--- config.mk ---
export PLATFORM = sky130hd
export DESIGN_NAME = sha256_round_ctrl
export DESIGN_NICKNAME = d
export VERILOG_FILES = /design/src/rtl/sha256_round_ctrl.sv
export SDC_FILE = /design/constraint.sdc
export NUM_CORES = 1
export LEC_CHECK = 0
export BUFFER_PORTS_ARGS = -buffer_cell sky130_fd_sc_hd__buf_2
export CORE_MARGIN = 2
export CORE_UTILIZATION = 50
export CTS_CLUSTER_DIAMETER = 40
export DETAILED_ROUTE_END_ITERATION = 10
export PLACE_DENSITY = 0.75
export SYNTH_ARGS = -nofsm -noshare
export SYNTH_HDL_FRONTEND = slang
export SYNTH_SLANG_ARGS = --single-unit
--- constraint.sdc ---
create_clock -name clk -period 2.4 [get_ports clk]
set_input_delay 0.48 -clock clk [delete_from_list [all_inputs] [get_ports clk]]
set_output_delay 0.48 -clock clk [all_outputs]
set_load 0.03 [all_outputs]
--- src/rtl/sha256_round_ctrl.sv ---
// Round sequencer for one SHA-256 block compression: walks IDLE/INIT/LOAD/ROUND/FINAL/DONE,
// drives the round index and datapath strobes, and counts finished blocks of a message.
module sha256_round_ctrl #(
    parameter int NUM_ROUNDS = 64,
    parameter int CNT_W      = 32
) (
    input  logic             clk,
    input  logic             rst,
    input  logic             start,
    input  logic             first_block,
    output logic             start_ready,
    input  logic             abort,
    input  logic             round_stall,
    output logic [5:0]       round,
    output logic             round_en,
    output logic             w_sel,
    output logic             h_init,
    output logic             load_work,
    output logic             final_add,
    output logic             busy,
    output logic             done_valid,
    input  logic             done_ready,
    output logic [CNT_W-1:0] blk_count
);

    if (NUM_ROUNDS != 64) begin : g_rounds_chk
        $error("sha256_round_ctrl: NUM_ROUNDS must be 64");
    end

    localparam logic [5:0] LAST_ROUND = 6'(NUM_ROUNDS - 1);

    typedef enum logic [2:0] {
        S_IDLE,
        S_INIT,
        S_LOAD,
        S_ROUND,
        S_FINAL,
        S_DONE
    } state_t;

    state_t           state, state_nx;
    logic [5:0]       round_q, round_nx;
    logic [CNT_W-1:0] cnt_q, cnt_nx;

    // start_ready is a flop mirroring state==IDLE, so the accept term stays register-driven.
    always_comb begin
        state_nx = state;
        round_nx = round_q;
        cnt_nx   = cnt_q;
        round_en = (state == S_ROUND) && !round_stall;
        if (abort && (state != S_IDLE)) begin
            state_nx = S_IDLE;
            round_nx = '0;
        end else begin
            unique case (state)
                S_IDLE: begin
                    if (start && start_ready) begin
                        state_nx = first_block ? S_INIT : S_LOAD;
                        if (first_block) cnt_nx = '0;
                    end
                end
                S_INIT:  state_nx = S_LOAD;
                S_LOAD:  state_nx = S_ROUND;
                S_ROUND: begin
                    if (round_en) begin
                        if (round_q == LAST_ROUND) begin
                            state_nx = S_FINAL;
                            round_nx = '0;
                        end else begin
                            round_nx = round_q + 6'd1;
                        end
                    end
                end
                S_FINAL: state_nx = S_DONE;
                S_DONE: begin
                    if (done_ready) begin
                        state_nx = S_IDLE;
                        cnt_nx   = cnt_q + CNT_W'(1);
                    end
                end
                default: state_nx = S_IDLE;
            endcase
        end
    end

    // Strobes are registered from the next state so they line up with the state register.
    always_ff @(posedge clk) begin
        if (rst) begin
            state       <= S_IDLE;
            round_q     <= '0;
            cnt_q       <= '0;
            start_ready <= 1'b1;
            busy        <= 1'b0;
            h_init      <= 1'b0;
            load_work   <= 1'b0;
            final_add   <= 1'b0;
            done_valid  <= 1'b0;
        end else begin
            state       <= state_nx;
            round_q     <= round_nx;
            cnt_q       <= cnt_nx;
            start_ready <= (state_nx == S_IDLE);
            busy        <= (state_nx != S_IDLE);
            h_init      <= (state_nx == S_INIT);
            load_work   <= (state_nx == S_LOAD);
            final_add   <= (state_nx == S_FINAL);
            done_valid  <= (state_nx == S_DONE);
        end
    end

    assign round     = round_q;
    assign w_sel     = (state == S_ROUND) && (round_q >= 6'd16);
    assign blk_count = cnt_q;

endmodule

== Word level (Yosys, flattened, before mapping) ==
Index checks and enable logic that the tools add are counted.

* Output and inout port bits: 46
* Word-level logic and storage cells: 51
* Input port bits: 7
* Register bits: 47

* Add/sub/neg operators: 2
* Multiplexer cells: 12
* Magnitude comparators: 1
* Eq/ne operators: 13
* Bitwise operators: 1
* Reduce and logical (&&, ||, !) cells: 13

{| class="wikitable"
|+ Operator list
! operator !! count
|-
| 32-bit 2-to-1 mux || 3
|-
| 32-bit one-hot mux with 2 select lines || 1
|-
| 32-bit by 1-bit adder with 32-bit output, second input constant || 1
|-
| 3-bit one-hot mux with 6 select lines || 1
|-
| 3-bit 2-to-1 mux || 5
|-
| 3-bit equality test, second input constant || 4
|-
| 3-bit by 2-bit equality test with 1-bit output, second input constant || 3
|-
| 6-bit by 1-bit adder with 6-bit output, second input constant || 1
|-
| 3-bit by 1-bit equality test with 1-bit output, second input constant || 2
|-
| 6-bit equality test, second input constant || 1
|-
| 6-bit by 5-bit greater-or-equal comparator with 1-bit output, second input constant || 1
|-
| 3-bit zero test || 2
|-
| 6-bit 2-to-1 mux || 1
|-
| 2-bit != test, second input constant || 3
|-
| 3-bit nonzero test || 2
|-
| 5-bit AND reduction || 1
|-
| 1-bit logical AND || 4
|-
| 2-bit 2-to-1 mux || 1
|-
| 2-bit AND reduction || 1
|-
| 2-bit nonzero test || 1
|-
| 2-bit OR reduction || 1
|-
| 1-bit zero test || 1
|-
| 1-bit NOT || 1
|}

== Depth between registers and ports, before layout ==
* Depth in word-level cells: 6
* Depth in mapped cells: 8
* Gate-level depth less buffers: 5

== Least setup slack after synthesis ==
OpenSTA, ideal clock, no wires.

* Path type: input to register
* Start: input done_ready
* End: register cnt_q[22] (netlist: blk_count[22])
* Stages: 6
* Path slack: 347 ps
* Path buffers: 1
* Arrival: 1983 ps
* Setup time: 70 ps
* Path through: nand2_1 or4b_4 a21o_1 buf_6 or4_1 a21oi_1

* Cells in the longest elaborated chain, start to end: 2

{| class="wikitable"
|+ Ends and longest elaborated chain
! item !! RTL line !! text
|-
| start, declared || 22 || <nowiki>input logic done_ready,</nowiki>
|-
| 2-bit != test (no source line) || - ||
|-
| 5-bit AND reduction (no source line) || - ||
|-
| end signal, assigned || 101 || <nowiki>cnt_q <= cnt_nx;</nowiki>
|-
| end, declared || 43 || <nowiki>logic [CNT_W-1:0] cnt_q, cnt_nx;</nowiki>
|}

Every way passes these cells.
A chain may end at the register's enable or synchronous reset.

== Final worst setup path ==
* Start: register state[0]
* End: register cnt_q[12] (netlist: blk_count[12])

* Cells in the longest elaborated chain, start to end: 4
* Elaborated cells between the ends (all ways): 11

{| class="wikitable"
|+ Ends and longest elaborated chain
! item !! RTL line !! text
|-
| start, declared || 41 || <nowiki>state_t state, state_nx;</nowiki>
|-
| start signal, assigned || 99 || <nowiki>state <= state_nx;</nowiki>
|-
| branches (longest 4 deep; another with 5-bit AND reduction) || - ||
|}

Parallel ways; which one is timed is not known.

==> out/results.tsv <==
metric	value	unit
path_depth	5	
fin_skew	0.00480	ns
grt_max_degree	25	
ir_drop	353	µV
synth.avg_cell_area	8.52	µm²
critical_path_class	reg2reg	
worstPathCellList	nand2_1 > or4b_4 > a21o_1 > or4_1 > a21oi_1	
dieHeight	71.6	µm
syn_nets	277	
grt_pass1_wl	8440	µm
cts_root_buffer	clkbuf_8	
power.leakage	1.04	nW
yosys_warnings	0	
crit_buf_inv	0	
htree_levels	2	
syn-instance-count	268	
via_per_inst	5.82	
cts_setup_buffers	0	
utilization	61.2	%
fin_crit	2.22	ns
track_usage	20.4	%
placementRows	24	
rsz0062_at_grt	false	
dpl.hpwl	3810	µm
dr.pass1.iters	4	
max-cap-violations	0	
avgRoutedWirePerCell	13.9	µm
drt-total-wl	5200	µm
worstSkewPairLatency	0.29	ns
synth_area_leaders	dfxtp_1 (41%), nor2_1 (5.3%), a21oi_1 (5.0%)	
hold_depth	2	
worstMarginPinSlew	0.562	ns
cp_max_fo	20	
outcome	finished, final reports clean	
grt_overflow	0	
gp_congestion	0.817	
register_area	941	µm²
antenna_cells	0	
fin_tns_setup	0	ns
start_kind	flop	
fin_nets	333	
drt.antenna.violating_nets	0	
drive_gt1_share	23.2	%
core-area	4380	µm²
cts_made_buffers	5	
ys_seq_area_share	41.2	%
cts.sinks	47	
area_growth	17.6	%
antenna_found_initial	0	
synth_top_cell_area_share	41.2	%
p_per_area	527	nW/µm²
die_w	71.6	µm
path_delay_family	simple AND/OR/NAND/NOR gates	
min_period_over_period	92.4	%
yosys_most_used_dff	dfxtp_1	
ys_ff_latch	47	
fill_cells	404	
reg2reg_slack	0.18	ns
vias	2184	
drtIter0Drc	106	
ys_types	41	
grt_pass1_vias	1901	
finalHoldViolCount	0	
yosys.area.top_type	dfxtp_1	
clk_pin_slew	0.08	ns
setup_violations	0	
multi_input_area	1230	µm²
ios	53	
cts_buffer_depth	2	
ff2ff_path_depth	5	
report.final.slew_viol_count	0	
io_buffer_count	52	
netlist_top_cells_count	dfxtp_1 (47), nor2_1 (32), a21oi_1 (23)	
holdCritPathClass	in2reg	
holdBufCountCts	0	
die-area	5120	µm²
mappedNetlistArea	2280	µm²
yosysMostFrequentCell	dfxtp_1	
drcViolationCount	0	
relSlewSlack	61.6	%
fmax	451	MHz
synth_edf_count	0	
cts_tree	yes	
start_util	52.1	%
cpMaxStageDelayCell	or4_1	
cts_resized	0	
cp-end-kind	flop	
critPathRequiredTime	2.63	ns
arrival	2.45	ns
max_stage_delay	0.56	ns
ys_async_sr_fraction	0	%
==> sequential cells by signal (all words and copies together) (netlist names) <==
signal       count
round            6
blk_count       32
state            3
start_ready      1
h_init           1
load_work        1
busy             1
done_valid       1
final_add        1
==> worst register-to-register path, stage by stage (launching register included) <==
cell     delay, ns
dfxtp_1       0.43
nand2_1       0.13
or4b_4        0.51
a21o_1        0.37
or4_1         0.56
a21oi_1       0.15
==> area by class of cell <==
| class | count | share of cell area [%] |
|---|---|---|
| Tap cell | 52 | 2.42 |
| Multi-Input combinational cell | 201 | 45.9 |
| Clock buffer | 6 | 2.70 |
| Inverter | 4 | 0.559 |
| Sequential cell | 47 | 35.1 |
| Timing Repair Buffer | 65 | 13.3 |
==> worst paths after layout <==
path / start / endpoint
worst min-delay path: rst / blk_count[0]
worst max-delay path: state[0] / blk_count[12]
worst min register to register: blk_count[31] / blk_count[31]
worst max register to register: state[0] / blk_count[12]
==> through the flow <==
stage | setup slack, ns | instances | area (µm²) | total power, mW | hold WS, ns
6_report | 0.182 | 375 | 2680 | 1.41 | 0.443
5_1_grt | 0.0939 | 375 | 2680 | 1.48 | 0.437
2_1_floorplan | 0.347 | 268 | 2280 | 0.949 | 0.552
3_3_place_gp | 0.123 | 369 | 2610 | 0.991 | 0.454
4_1_cts | 0.226 | 375 | 2680 | 1.43 | 0.429
3_5_place_dp | 0.102 | 369 | 2610 | 0.994 | 0.476
==> cell usage in the layout, fill, tap and decap left out, drive strengths merged <==
cell type  count
inv            4
nand4         10
nand2         22
o22a           1
nand3         14
xnor2         11
ha             2
or3            6
nor4b          1
o21a           2
nand2b         3
mux2i          3
a41oi          1
nor4           3
or2            2
nand3b         1
buf           65
dfxtp         47
o211ai         1
a21oi         23
xor2           6
nor2          32
and2           2
and3           6
a2111oi        5
a21o           2
a21bo          1
o31ai         14
clkbuf         6
nor4bb         1
nor2b          2
and4           3
o21ai          5
or4           13
nand4b         2
or4b           1
==> cell families after synthesis <==
family                     after synthesis  synth area share (%)
buffers and inverters                   20                  4.77
AOI/OAI and AO/OA                       55                  15.5
DFF                                     47                  41.2
adders and majority gates                2                  1.10
and+or+nand+nor                        124                  29.6
muxes                                    3                  1.32
xor gates and xnor gates                17                  6.52
==> per-layer routing <==
metal	GRT usage [%]	vias to the layer above	part of all wire [%]
met5	0	-	0
met3	4.92	7	5.1
met1	27.5	1033	47
li1	-	1090	-
met2	32.4	54	47
met4	6.08	0	0.79
==> power by group <==
part	switching (mW)	total, mW	leakage (nW)	internal, mW
logic	0.103	0.168	0.627	0.0653
clock network	0.241	0.436	0.0371	0.195
registers	0.0143	0.810	0.380	0.796
No activity file was read; power rests on OpenSTA's default activity.
